==> src/rtl/snn_infer_ctrl_pkg.sv <==
// Shared definitions for the SNN inference scheduler: register map, bit positions, FSM codes.
// Latency: n/a (definitions only).
// Backpressure: n/a.
package snn_ctrl_pkg;

    localparam logic [2:0] REG_CTRL     = 3'd0;
    localparam logic [2:0] REG_STATUS   = 3'd1;
    localparam logic [2:0] REG_N_OUT    = 3'd2;
    localparam logic [2:0] REG_N_INFER  = 3'd3;
    localparam logic [2:0] REG_TIMEOUT  = 3'd4;
    localparam logic [2:0] REG_RESULT   = 3'd5;
    localparam logic [2:0] REG_DONE_CNT = 3'd6;

    localparam int CTRL_START    = 0;
    localparam int CTRL_IRQ_EN   = 1;
    localparam int CTRL_ABORT    = 2;
    localparam int STAT_FIFO_LSB = 4;
    localparam int STAT_OVF      = 8;
    localparam int STAT_TO       = 9;

    localparam logic [1:0] ST_IDLE  = 2'd0;
    localparam logic [1:0] ST_START = 2'd1;
    localparam logic [1:0] ST_RUN   = 2'd2;

    typedef struct packed {
        logic signed [15:0] p2;
        logic signed [15:0] p1;
    } result_t;

endpackage

==> src/rtl/snn_infer_ctrl_if.sv <==
// Wishbone classic slave bus bundle for the inference scheduler.
// Latency: n/a (wiring only).
// Backpressure: slave acks every access one cycle after it is sampled.
interface snn_wb_if;
    logic [2:0]  wb_adr_i;
    logic [31:0] wb_dat_i;
    logic        wb_we_i;
    logic        wb_cyc_i;
    logic        wb_stb_i;
    logic [31:0] wb_dat_o;
    logic        wb_ack_o;

    modport master (output wb_adr_i, wb_dat_i, wb_we_i, wb_cyc_i, wb_stb_i,
                    input  wb_dat_o, wb_ack_o);
    modport slave  (input  wb_adr_i, wb_dat_i, wb_we_i, wb_cyc_i, wb_stb_i,
                    output wb_dat_o, wb_ack_o);
endinterface

==> src/rtl/snn_result_fifo.sv <==
// Synchronous result FIFO holding captured prediction words.
// Latency: push visible on pop_dat one cycle after the push edge.
// Backpressure: push when full is dropped unless a pop happens in the same cycle.
module snn_result_fifo #(
    parameter int FIFO_DEPTH = 4,
    parameter int WIDTH      = 32
) (
    input  logic                          wb_clk,
    input  logic                          wb_rst_n,
    input  logic                          push,
    input  logic [WIDTH-1:0]              push_dat,
    input  logic                          pop,
    output logic [WIDTH-1:0]              pop_dat,
    output logic                          full,
    output logic                          empty,
    output logic [$clog2(FIFO_DEPTH):0]   count
);
    localparam int AW = $clog2(FIFO_DEPTH);

    logic [WIDTH-1:0] mem [FIFO_DEPTH];
    logic [AW-1:0]    wr_ptr;
    logic [AW-1:0]    rd_ptr;
    logic             do_push;
    logic             do_pop;

    assign full    = (count == (AW+1)'(FIFO_DEPTH));
    assign empty   = (count == '0);
    assign do_pop  = pop & ~empty;
    assign do_push = push & (~full | do_pop);
    assign pop_dat = mem[rd_ptr];

    always_ff @(posedge wb_clk) begin
        if (do_push)
            mem[wr_ptr] <= push_dat;
    end

    // Pointers wrap naturally because the depth is a power of two.
    always_ff @(posedge wb_clk or negedge wb_rst_n) begin
        if (!wb_rst_n) begin
            wr_ptr <= '0;
            rd_ptr <= '0;
            count  <= '0;
        end else begin
            if (do_push) wr_ptr <= wr_ptr + 1'b1;
            if (do_pop)  rd_ptr <= rd_ptr + 1'b1;
            if (do_push && !do_pop)
                count <= count + 1'b1;
            else if (do_pop && !do_push)
                count <= count - 1'b1;
        end
    end
endmodule

==> src/rtl/snn_infer_ctrl.sv <==
// Wishbone-controlled scheduler: starts the SNN, captures one prediction per output group, raises irq.
// Latency: ack one cycle after cyc&stb; FIFO/counters update the edge after wr_en is sampled.
// Backpressure: none on the accelerator side; a full FIFO drops the capture and sets OVF.
module snn_infer_ctrl
    import snn_ctrl_pkg::*;
#(
    parameter int FIFO_DEPTH = 4,
    parameter int CNT_W      = 16,
    parameter int TO_W       = 24
) (
    input  logic        wb_clk,
    input  logic        wb_rst_n,
    snn_wb_if.slave     wb,
    output logic        snn_start_o,
    input  logic        snn_wr_en_i,
    input  logic [15:0] snn_p1_i,
    input  logic [15:0] snn_p2_i,
    output logic        irq_o
);
    localparam int FCW = $clog2(FIFO_DEPTH) + 1;

    logic [1:0]       state;
    logic [CNT_W-1:0] n_out, n_infer, n_out_s, n_infer_s, grp_cnt, done_cnt, done_nxt;
    logic [TO_W-1:0]  timeout, timeout_s, to_cnt, to_nxt;
    logic             irq_en, ovf, to_flag;
    logic             acc, wr_acc, rd_acc, start_req, abort_req;
    logic             run_wr, grp_last, push, pop, to_fire;
    logic             fifo_full, fifo_empty;
    logic [31:0]      fifo_dat, rd_mux;
    logic [FCW-1:0]   fifo_cnt;
    logic             unused_dat;

    assign unused_dat = ^wb.wb_dat_i[31:TO_W];

    assign acc       = wb.wb_cyc_i & wb.wb_stb_i & ~wb.wb_ack_o;
    assign wr_acc    = acc & wb.wb_we_i;
    assign rd_acc    = acc & ~wb.wb_we_i;
    assign abort_req = wr_acc && (wb.wb_adr_i == REG_CTRL) && wb.wb_dat_i[CTRL_ABORT];
    assign start_req = wr_acc && (wb.wb_adr_i == REG_CTRL) && wb.wb_dat_i[CTRL_START] && !abort_req;

    assign run_wr   = (state == ST_RUN) && snn_wr_en_i && !abort_req;
    assign grp_last = (grp_cnt == n_out_s - 1'b1);
    assign done_nxt = (&done_cnt) ? done_cnt : done_cnt + 1'b1;
    assign push     = run_wr && (grp_cnt == '0);
    assign pop      = rd_acc && (wb.wb_adr_i == REG_RESULT);
    assign to_nxt   = to_cnt + 1'b1;
    assign to_fire  = (state == ST_RUN) && !snn_wr_en_i && !abort_req &&
                      (timeout_s != '0) && (to_nxt == timeout_s);

    assign snn_start_o = (state == ST_START);

    snn_result_fifo #(.FIFO_DEPTH(FIFO_DEPTH), .WIDTH(32)) u_fifo (
        .wb_clk   (wb_clk),
        .wb_rst_n (wb_rst_n),
        .push     (push),
        .push_dat (result_t'({snn_p2_i, snn_p1_i})),
        .pop      (pop),
        .pop_dat  (fifo_dat),
        .full     (fifo_full),
        .empty    (fifo_empty),
        .count    (fifo_cnt)
    );

    always_ff @(posedge wb_clk or negedge wb_rst_n) begin
        if (!wb_rst_n) begin
            state     <= ST_IDLE;
            grp_cnt   <= '0;
            done_cnt  <= '0;
            to_cnt    <= '0;
            n_out_s   <= CNT_W'(1);
            n_infer_s <= '0;
            timeout_s <= '0;
        end else if (abort_req) begin
            state   <= ST_IDLE;
            grp_cnt <= '0;
        end else begin
            case (state)
                ST_IDLE: if (start_req) begin
                    state     <= ST_START;
                    grp_cnt   <= '0;
                    done_cnt  <= '0;
                    to_cnt    <= '0;
                    n_out_s   <= (n_out == '0) ? CNT_W'(1) : n_out;
                    n_infer_s <= n_infer;
                    timeout_s <= timeout;
                end
                ST_START: state <= ST_RUN;
                ST_RUN: begin
                    if (snn_wr_en_i) begin
                        to_cnt <= '0;
                        if (grp_last) begin
                            grp_cnt  <= '0;
                            done_cnt <= done_nxt;
                            if ((n_infer_s != '0) && (done_nxt == n_infer_s))
                                state <= ST_IDLE;
                        end else begin
                            grp_cnt <= grp_cnt + 1'b1;
                        end
                    end else begin
                        to_cnt <= to_nxt;
                        if (to_fire) state <= ST_IDLE;
                    end
                end
                default: state <= ST_IDLE;
            endcase
        end
    end

    // Hardware set of the sticky bits wins over a coincident W1C.
    always_ff @(posedge wb_clk or negedge wb_rst_n) begin
        if (!wb_rst_n) begin
            irq_en  <= 1'b0;
            n_out   <= CNT_W'(1);
            n_infer <= '0;
            timeout <= '0;
            ovf     <= 1'b0;
            to_flag <= 1'b0;
        end else begin
            if (wr_acc) begin
                case (wb.wb_adr_i)
                    REG_CTRL:    irq_en  <= wb.wb_dat_i[CTRL_IRQ_EN];
                    REG_N_OUT:   n_out   <= wb.wb_dat_i[CNT_W-1:0];
                    REG_N_INFER: n_infer <= wb.wb_dat_i[CNT_W-1:0];
                    REG_TIMEOUT: timeout <= wb.wb_dat_i[TO_W-1:0];
                    REG_STATUS: begin
                        if (wb.wb_dat_i[STAT_OVF]) ovf     <= 1'b0;
                        if (wb.wb_dat_i[STAT_TO])  to_flag <= 1'b0;
                    end
                    default: ;
                endcase
            end
            if (push && fifo_full && !pop) ovf <= 1'b1;
            if (to_fire) to_flag <= 1'b1;
        end
    end

    always_comb begin
        rd_mux = '0;
        case (wb.wb_adr_i)
            REG_CTRL:     rd_mux[CTRL_IRQ_EN] = irq_en;
            REG_STATUS: begin
                rd_mux[1:0]                         = state;
                rd_mux[STAT_FIFO_LSB+3:STAT_FIFO_LSB] = 4'(fifo_cnt);
                rd_mux[STAT_OVF]                    = ovf;
                rd_mux[STAT_TO]                     = to_flag;
            end
            REG_N_OUT:    rd_mux[CNT_W-1:0] = n_out;
            REG_N_INFER:  rd_mux[CNT_W-1:0] = n_infer;
            REG_TIMEOUT:  rd_mux[TO_W-1:0]  = timeout;
            REG_RESULT:   rd_mux = fifo_empty ? 32'd0 : fifo_dat;
            REG_DONE_CNT: rd_mux[CNT_W-1:0] = done_cnt;
            default:      rd_mux = '0;
        endcase
    end

    always_ff @(posedge wb_clk or negedge wb_rst_n) begin
        if (!wb_rst_n) begin
            wb.wb_ack_o <= 1'b0;
            wb.wb_dat_o <= '0;
            irq_o       <= 1'b0;
        end else begin
            wb.wb_ack_o <= acc;
            wb.wb_dat_o <= rd_acc ? rd_mux : 32'd0;
            irq_o       <= irq_en & (!fifo_empty | to_flag);
        end
    end
endmodule

==> src/flat_wrapper.sv <==
// flat-port wrapper written by rule: the top's interface ports become plain ports
module snn_infer_ctrl_flat import snn_ctrl_pkg::*;
#(
    parameter int FIFO_DEPTH = 4,
    parameter int CNT_W      = 16,
    parameter int TO_W       = 24
)
  (wb_clk, wb_rst_n, snn_start_o, snn_wr_en_i, snn_p1_i, snn_p2_i, irq_o, wb_wb_adr_i, wb_wb_dat_i, wb_wb_we_i, wb_wb_cyc_i, wb_wb_stb_i, wb_wb_dat_o, wb_wb_ack_o);
  snn_wb_if wb_i ();
  input  logic wb_clk;
  input  logic wb_rst_n;
  output logic snn_start_o;
  input  logic snn_wr_en_i;
  input  logic [15:0] snn_p1_i;
  input  logic [15:0] snn_p2_i;
  output logic irq_o;
  input wire logic [$bits(wb_i.wb_adr_i)-1:0] wb_wb_adr_i;
  input wire logic [$bits(wb_i.wb_dat_i)-1:0] wb_wb_dat_i;
  input wire logic [$bits(wb_i.wb_we_i)-1:0] wb_wb_we_i;
  input wire logic [$bits(wb_i.wb_cyc_i)-1:0] wb_wb_cyc_i;
  input wire logic [$bits(wb_i.wb_stb_i)-1:0] wb_wb_stb_i;
  output wire logic [$bits(wb_i.wb_dat_o)-1:0] wb_wb_dat_o;
  output wire logic [$bits(wb_i.wb_ack_o)-1:0] wb_wb_ack_o;
  assign wb_i.wb_adr_i = wb_wb_adr_i;
  assign wb_i.wb_dat_i = wb_wb_dat_i;
  assign wb_i.wb_we_i = wb_wb_we_i;
  assign wb_i.wb_cyc_i = wb_wb_cyc_i;
  assign wb_i.wb_stb_i = wb_wb_stb_i;
  assign wb_wb_dat_o = wb_i.wb_dat_o;
  assign wb_wb_ack_o = wb_i.wb_ack_o;
  snn_infer_ctrl #(.FIFO_DEPTH(FIFO_DEPTH), .CNT_W(CNT_W), .TO_W(TO_W)) u_core (.wb_clk(wb_clk), .wb_rst_n(wb_rst_n), .wb(wb_i), .snn_start_o(snn_start_o), .snn_wr_en_i(snn_wr_en_i), .snn_p1_i(snn_p1_i), .snn_p2_i(snn_p2_i), .irq_o(irq_o));
endmodule
==> config.mk <==
export PLATFORM = sky130hd
export DESIGN_NAME = snn_infer_ctrl_flat
export DESIGN_NICKNAME = d
export VERILOG_FILES = /design/src/rtl/snn_infer_ctrl_pkg.sv /design/src/rtl/snn_infer_ctrl_if.sv /design/src/rtl/snn_result_fifo.sv /design/src/rtl/snn_infer_ctrl.sv /design/src/flat_wrapper.sv
export SDC_FILE = /design/constraint.sdc
export NUM_CORES = 1
export LEC_CHECK = 0
export ABC_CLOCK_PERIOD_IN_PS = 3200
export CAP_MARGIN = 20
export CORE_ASPECT_RATIO = 0.9
export CORE_MARGIN = 5
export CORE_UTILIZATION = 52
export CTS_CLUSTER_DIAMETER = 40
export DETAILED_ROUTE_END_ITERATION = 8
export PLACE_DENSITY = 0.74
export SLEW_MARGIN = 40
export SYNTH_ARGS = -nofsm -noshare
export SYNTH_HDL_FRONTEND = slang
export SYNTH_SLANG_ARGS = --single-unit
==> constraint.sdc <==
create_clock -name wb_clk -period 3.2 [get_ports wb_clk]
set_input_delay 0.64 -clock wb_clk [delete_from_list [all_inputs] [get_ports wb_clk]]
set_output_delay 0.64 -clock wb_clk [all_outputs]
set_load 0.02 [all_outputs]
==> results of run 1 <==
## power groups by stage
| stage | Sequential (uW) | Combinational [uW] | Clock [uW] |
|---|---|---|---|
| 2_1_floorplan | 5610 | 2570 | 0 |
| 4_1_cts | 5820 | 3670 | 4880 |
| 5_1_grt | 5910 | 4030 | 5070 |
| 3_5_place_dp | 5890 | 3630 | 0 |
| 6_report | 5840 | 3700 | 4800 |
| 3_3_place_gp | 5870 | 3540 | 0 |
## metrics by stage
step | setup slack, ps | hold WS (ps) | cell area [um^2] | total power [uW] | std cells
after global placement | -236.0 | 466.8 | 18220 | 9405 | 1931
after floorplan | 8.880 | 344.4 | 16320 | 8180 | 1427
after global routing | 85.15 | 163.9 | 19670 | 15020 | 2012
after CTS | 74.24 | 125.4 | 19660 | 14380 | 2011
final | 196.4 | 95.73 | 19670 | 14340 | 2012
after detailed placement | -232.6 | 478.4 | 18220 | 9522 | 1931
## path summary, 6_finish.rpt
path | endpoint | startpoint | slack [ps] | cells past startpoint
setup / recovery | u_core.state[1] | u_core.to_cnt[0] | 200 | 9
hold / removal | u_core.done_cnt[10] | wb_rst_n | 100 | 1
setup reg to reg | u_core.state[1] | u_core.to_cnt[0] | 200 | 9
hold reg to reg | u_core.n_out_s[15] | u_core.n_out_s[15] | 500 | 2
max in group asynchronous | u_core.n_out_s[0] | wb_rst_n | 2210 | 2
min in group wb_clk | u_core.n_out_s[15] | u_core.n_out_s[15] | 500 | 2
## cell usage in the layout, fill, tap and decap left out, types with 8 or more instances in the layout
cell	instances
clkbuf_1	8
ha_1	10
nand2_1	235
mux4_2	33
nand3_1	38
xnor2_1	49
mux2_2	67
edfxtp_1	128
a22oi_1	13
or4_1	8
clkdlybuf4s50_1	98
mux2i_1	13
clkbuf_16	45
and4_1	8
xor2_1	39
inv_1	20
dfrtp_1	211
nor2_1	77
buf_4	78
nor3_1	18
nor2b_1	13
a22o_1	16
and3_1	28
buf_12	9
nand4_1	28
a31oi_1	9
and2_1	16
nor4_1	29
o31ai_1	15
a21oi_1	38
o21ai_0	65
## per-layer routing
metal | GRT usage | wire length (um) | up-vias | part of all wire
met5 | 0 | 12 | - | 0.00028
met4 | 0.06384 | 1061 | 2 | 0.025
met3 | 0.04268 | 2864 | 87 | 0.067
met2 | 0.3932 | 20330 | 477 | 0.47
met1 | 0.3543 | 18710 | 6062 | 0.44
li1 | - | - | 5516 | -
## cell families after synthesis
logic type,share of synthesized area
adder cells (fa/ha/maj),0.008898
XOR/XNOR,0.04725
buffers and inverters,0.02715
AND/OR/NAND/NOR,0.1561
flip-flops,0.5641
AO/OA/AOI/OAI,0.09666
multiplexers,0.09980
## state kept, by name, summed over array words and instances (netlist names)
signal / count
u_core.u_fifo.mem: 128
u_core.wb.wb_dat_o: 32
u_core.timeout: 24
u_core.timeout_s: 24
u_core.to_cnt: 24
u_core.done_cnt: 16
u_core.grp_cnt: 16
u_core.n_infer: 16
u_core.n_infer_s: 16
u_core.n_out: 16
u_core.n_out_s: 16
u_core.u_fifo.count: 3
u_core.state: 2
u_core.u_fifo.rd_ptr: 2
u_core.u_fifo.wr_ptr: 2
u_core.irq_en: 1
u_core.irq_o: 1
u_core.ovf: 1
u_core.to_flag: 1
u_core.wb.wb_ack_o: 1
## layout make-up
type | instances | area, um^2
fill | 2357 | 11240
sequential | 342 | 9203
multi-input combinational | 974 | 6681
timing repair buffer | 186 | 1762
clock buffer | 56 | 1197
tap | 409 | 511.7
clock inverter | 24 | 239.0
inverter | 21 | 78.83
## what timing repair did
action                     4_1_cts  5_1_grt
setup buffers                    0        1
hold buffers                     0        0
resized for setup                0        1
setup endpoints to repair        0        5
==> results.yml, run 1 <==
power_and_ir_drop:
  combPwrFrac: 0.258
  swShare: 0.3243
  power_density_nw_per_um2: 729.0
  power.leakage_uw: 0.008073
  p_sw_uw: 4651
  pwr-share-seq: 0.407
  internal-power_uw: 9690
  clkPwrFrac: 0.335
  vdd_drop_max_mv: 0.5197
grt:
  grt_pass1_wl_um: 67660
  antenna_found_initial: 1
  gr-usage-all-layers: 0.2459
  grt_pass1_vias: 11800
  grt_overflow: 0
  grt_max_degree: 90
clock_tree:
  numCtsBuffers: 44
  clock_latency_ps: 540
  cts.clk_slew.worst_paths_ps: 50
  clkSinkCount: 342
  cts_tree: "done"
  htree_levels: 2
  cts-root-buf: "clkbuf_16"
  clock_path_buffers: 3
yosys:
  yosysTopAreaCell: "dfrtp_1"
  synth-async-reset-ratio: 0.6257
  synth_edf_count: 128
  synthCells: 1427
  syn_area_um2: 16310
  synthFlopType: "dfrtp_1"
  yosysMostFrequentCell: "nand2_1"
  synth_top_area_share: 0.3253
  avgSynthCellArea_um2: 11.43
  synth_nets: 1511
  ys.warnings.count: 0
  yosysUniqueCellTypes: 75
  ys_seq_area_frac: 0.5641
  ys_seq_elements: 342
  synth.area.top_cells: "dfrtp_1 (33%), edfxtp_1 (24%), nand2_1 (5.4%)"
  synth_common_cells: "nand2_1 (236), dfrtp_1 (212), edfxtp_1 (128)"
worst_setup_path:
  path_buf_inv: 0
  arrival_ps: 3400
  worstPathMaxFanout: 7
  cp-start-kind: "register"
  cpLargestDelayFamily: "simple AND/OR/NAND/NOR gates"
  required_ps: 3600
  critPathMaxStageDelay_ps: 700
  critPathSlowestCell: "nor4_1"
  crit_type: "reg -> reg"
  crit_chain: "ha_1 -> nand3_1 -> nor4_1 -> xnor2_1 -> a311o_1 -> nor3_1 -> nand4_1 -> a21oi_1 -> a211oi_1"
  end_kind: "register"
min_path:
  min_path_type: "in -> async"
sta:
  setup_viol: 0
  rsz0062_at_grt: "false"
  final_max_slew_viol_count: 0
  maxClockFrequency_mhz: 332.9
  finClkSkew_ps: 19.80
  hold_viol: 0
  worst_pin_slew_ps: 877.5
  tns_ps: 0
  relSlewSlack: 0.4128
  min_period_ps: 3004
  fin_crit_sh: 0.9386
floorplanning:
  die_w_um: 196.7
  start_util: 0.5277
  ioPinCount: 108
  rows: 61
  core-area_um2: 30910
  die_y_um: 178.0
  die_area_um2: 35010
place:
  routabilityCongestion: 0.9304
  dp_hpwl_um: 30070
  portBuffers: 99
route:
  dr.pass1.iters: 5
  drc: 0
  drt-total-wl_um: 42980
  post_drt_wl_per_cell_um: 21.36
  dr_total_vias: 12140
  drt-vias-per-instance: 6.036
  antenna_left: 0
  drtIter0Drc: 1433
cells_and_area:
  layout.nets: 1653
  drive_gt1_frac: 0.1734
  fin_util: 0.6364
  n_antenna_cell: 0
  area_growth_pct: 20.61
flow_run:
  drv_cap: 0
status:
  status: "finished, final reports clean"
No activity file was read; power rests on OpenSTA's default activity.
==> inputs of run 2 (changes only) <==
--- a/config.mk
+++ b/config.mk
@@ -8,7 +8,7 @@
 export ABC_CLOCK_PERIOD_IN_PS = 3200
 export CAP_MARGIN = 20
 export CORE_ASPECT_RATIO = 0.9
-export CORE_MARGIN = 5
+export CORE_MARGIN = 3
 export CORE_UTILIZATION = 52
 export CTS_CLUSTER_DIAMETER = 40
 export DETAILED_ROUTE_END_ITERATION = 8
==> results.yml, run 2 (synthesis gave the netlist of run 1 again) <==
status:
  status: "finished, final reports clean"
power_and_ir_drop:
  clkPwrFrac: 0.349
  combPwrFrac: 0.249
  power.leakage_uw: 0.008056
  p_sw_uw: 4734
  power_density_nw_per_um2: 741.7
  swShare: 0.3241
  internal-power_uw: 9871
  p_total_uw: 14610
  pwr-share-seq: 0.403
  vdd_drop_max_mv: 0.4859
place:
  portBuffers: 99
  place_ws_ps: -204.3
  routabilityCongestion: 0.9566
  place_area_um2: 18150
  dp_hpwl_um: 29770
clock_tree:
  cts_resized: 0
  numCtsBuffers: 42
  clock_path_buffers: 3
  cts_setup_buffers: 0
  cts_tree: "done"
  htree_levels: 2
  cts.clk_slew.worst_paths_ps: 60
  clock_latency_ps: 550
  cts-root-buf: "clkbuf_16"
  clkSinkCount: 342
  hold_buffers: 0
floorplanning:
  start_util: 0.5365
  rows: 60
  die_w_um: 192.7
  die_y_um: 174.0
  die_area_um2: 33530
  ioPinCount: 108
  core-area_um2: 30400
cells_and_area:
  reg_top3: "u_core.u_fifo.mem: 128 flops, u_core.wb.wb_dat_o: 32 flops"
  layout.nets: 1643
  final_cell_mix: "nand2_1 (234), dfrtp_1 (211), edfxtp_1 (128), clkdlybuf4s50_1 (98), nor2_1 (74)"
  largest-register: "u_core.u_fifo.mem"
  multi_input_area_um2: 6701
  fin_util: 0.6477
  area_growth_pct: 20.73
  drive_gt1_frac: 0.1726
  n_antenna_cell: 0
  num-fill-cells: 2300
  final_common_cell: "nand2_1"
  seq_area_um2: 9203
  finish.instance_area_um2: 19690
  largest_reg_flops: 128
route:
  dr_total_vias: 12120
  drt-vias-per-instance: 6.071
  drc: 0
  drt-total-wl_um: 43220
  post_drt_wl_per_cell_um: 21.65
  drtIter0Drc: 1244
  antenna_left: 0
  dr.pass1.iters: 5
min_path:
  min_path_type: "in -> async"
sta:
  min_period_ps: 3024
  hold_slack_ps: 44.52
  fin_crit_sh: 0.9449
  hold_viol: 0
  relSlewSlack: 0.4852
  final_max_slew_viol_count: 0
  rsz0062_at_grt: "false"
  setup_viol: 0
  setup_slack_ps: 176.3
  worst_pin_slew_ps: 772.3
  maxClockFrequency_mhz: 330.7
  finClkSkew_ps: 24.82
worst_setup_path:
  end_kind: "register"
  crit_type: "in -> reg"
  worstPathMaxFanout: 2
  required_ps: 3650
  arrival_ps: 3470
  cp-start-kind: "input pin"
grt:
  gr-usage-all-layers: 0.2585
  antenna_found_initial: 1
  grt_pass1_vias: 11840
  grt_max_degree: 67
  grt_pass1_wl_um: 67500
  grt_overflow: 0
flow_run:
  drv_cap: 0
-- run 2: changes by cell type in the layout (fill, tap and decap cells not counted), sizes merged --
cell	change
buf	-8
bufinv	+5
clkbuf	-7
clkinv	-3
clkinvlp	+1
inv	+2
-- run 2: area by class of cell --
type | instances | area share
Sequential cell | 342 | 0.4673
Multi-Input combinational cell | 974 | 0.3403
Inverter | 21 | 0.004003
Clock buffer | 49 | 0.05522
Timing Repair Buffer | 178 | 0.08578
Tap cell | 403 | 0.02561
Clock inverter | 29 | 0.02173
-- run 2: path summary, 6_finish.rpt --
path	from	endpoint	slack, ps	cells past startpoint
max reg2reg	u_core.to_cnt[8]	u_core.state[1]	210	8
max in group asynchronous	wb_rst_n	u_core.n_out_s[0]	2340	2
max	wb_wb_we_i	u_core.u_fifo.count[2]	180	14
min	wb_rst_n	u_core.wb.wb_dat_o[3]	40	1
min reg2reg	u_core.n_infer[14]	u_core.n_infer_s[14]	480	2
min in group wb_clk	u_core.n_infer[14]	u_core.n_infer_s[14]	480	2
-- run 2: critical path: stages --
cell and delay (ps):
clkdlybuf4s50_1 510, nor2b_1 190, and2_1 170, and3_1 170, nor2_1 160, nand2_2 130
nor3_4 150, and2_1 180, ha_1 210, inv_1 70, fa_1 380, xor2_1 160
nor2_1 170, xor2_1 180
-- run 2: per-layer routing --
metal / GRT usage / wire (um)
met3: 0.05142 / 3239
met4: 0.08498 / 1379
met5: 0 / 20
met2: 0.3926 / 19890
met1: 0.3761 / 18700
-- run 2: stage by stage --
| step | std cells | setup TNS [ps] |
|---|---|---|
| 6_report | 1996 | 0 |
| 5_1_grt | 1996 | 0 |
| 3_3_place_gp | 1918 | -1435 |
| 3_5_place_dp | 1918 | -608.4 |
| 4_1_cts | 1996 | 0 |
| 2_1_floorplan | 1427 | 0 |
-- run 2: power groups by stage --
stage	Clock, uW	Sequential [uW]	Combinational [uW]
finish	5100	5880	3630
global route	5340	5960	3970
CTS	5160	5860	3600
detailed placement	0	5930	3550
global placement	0	5900	3470
floorplan	0	5610	2570
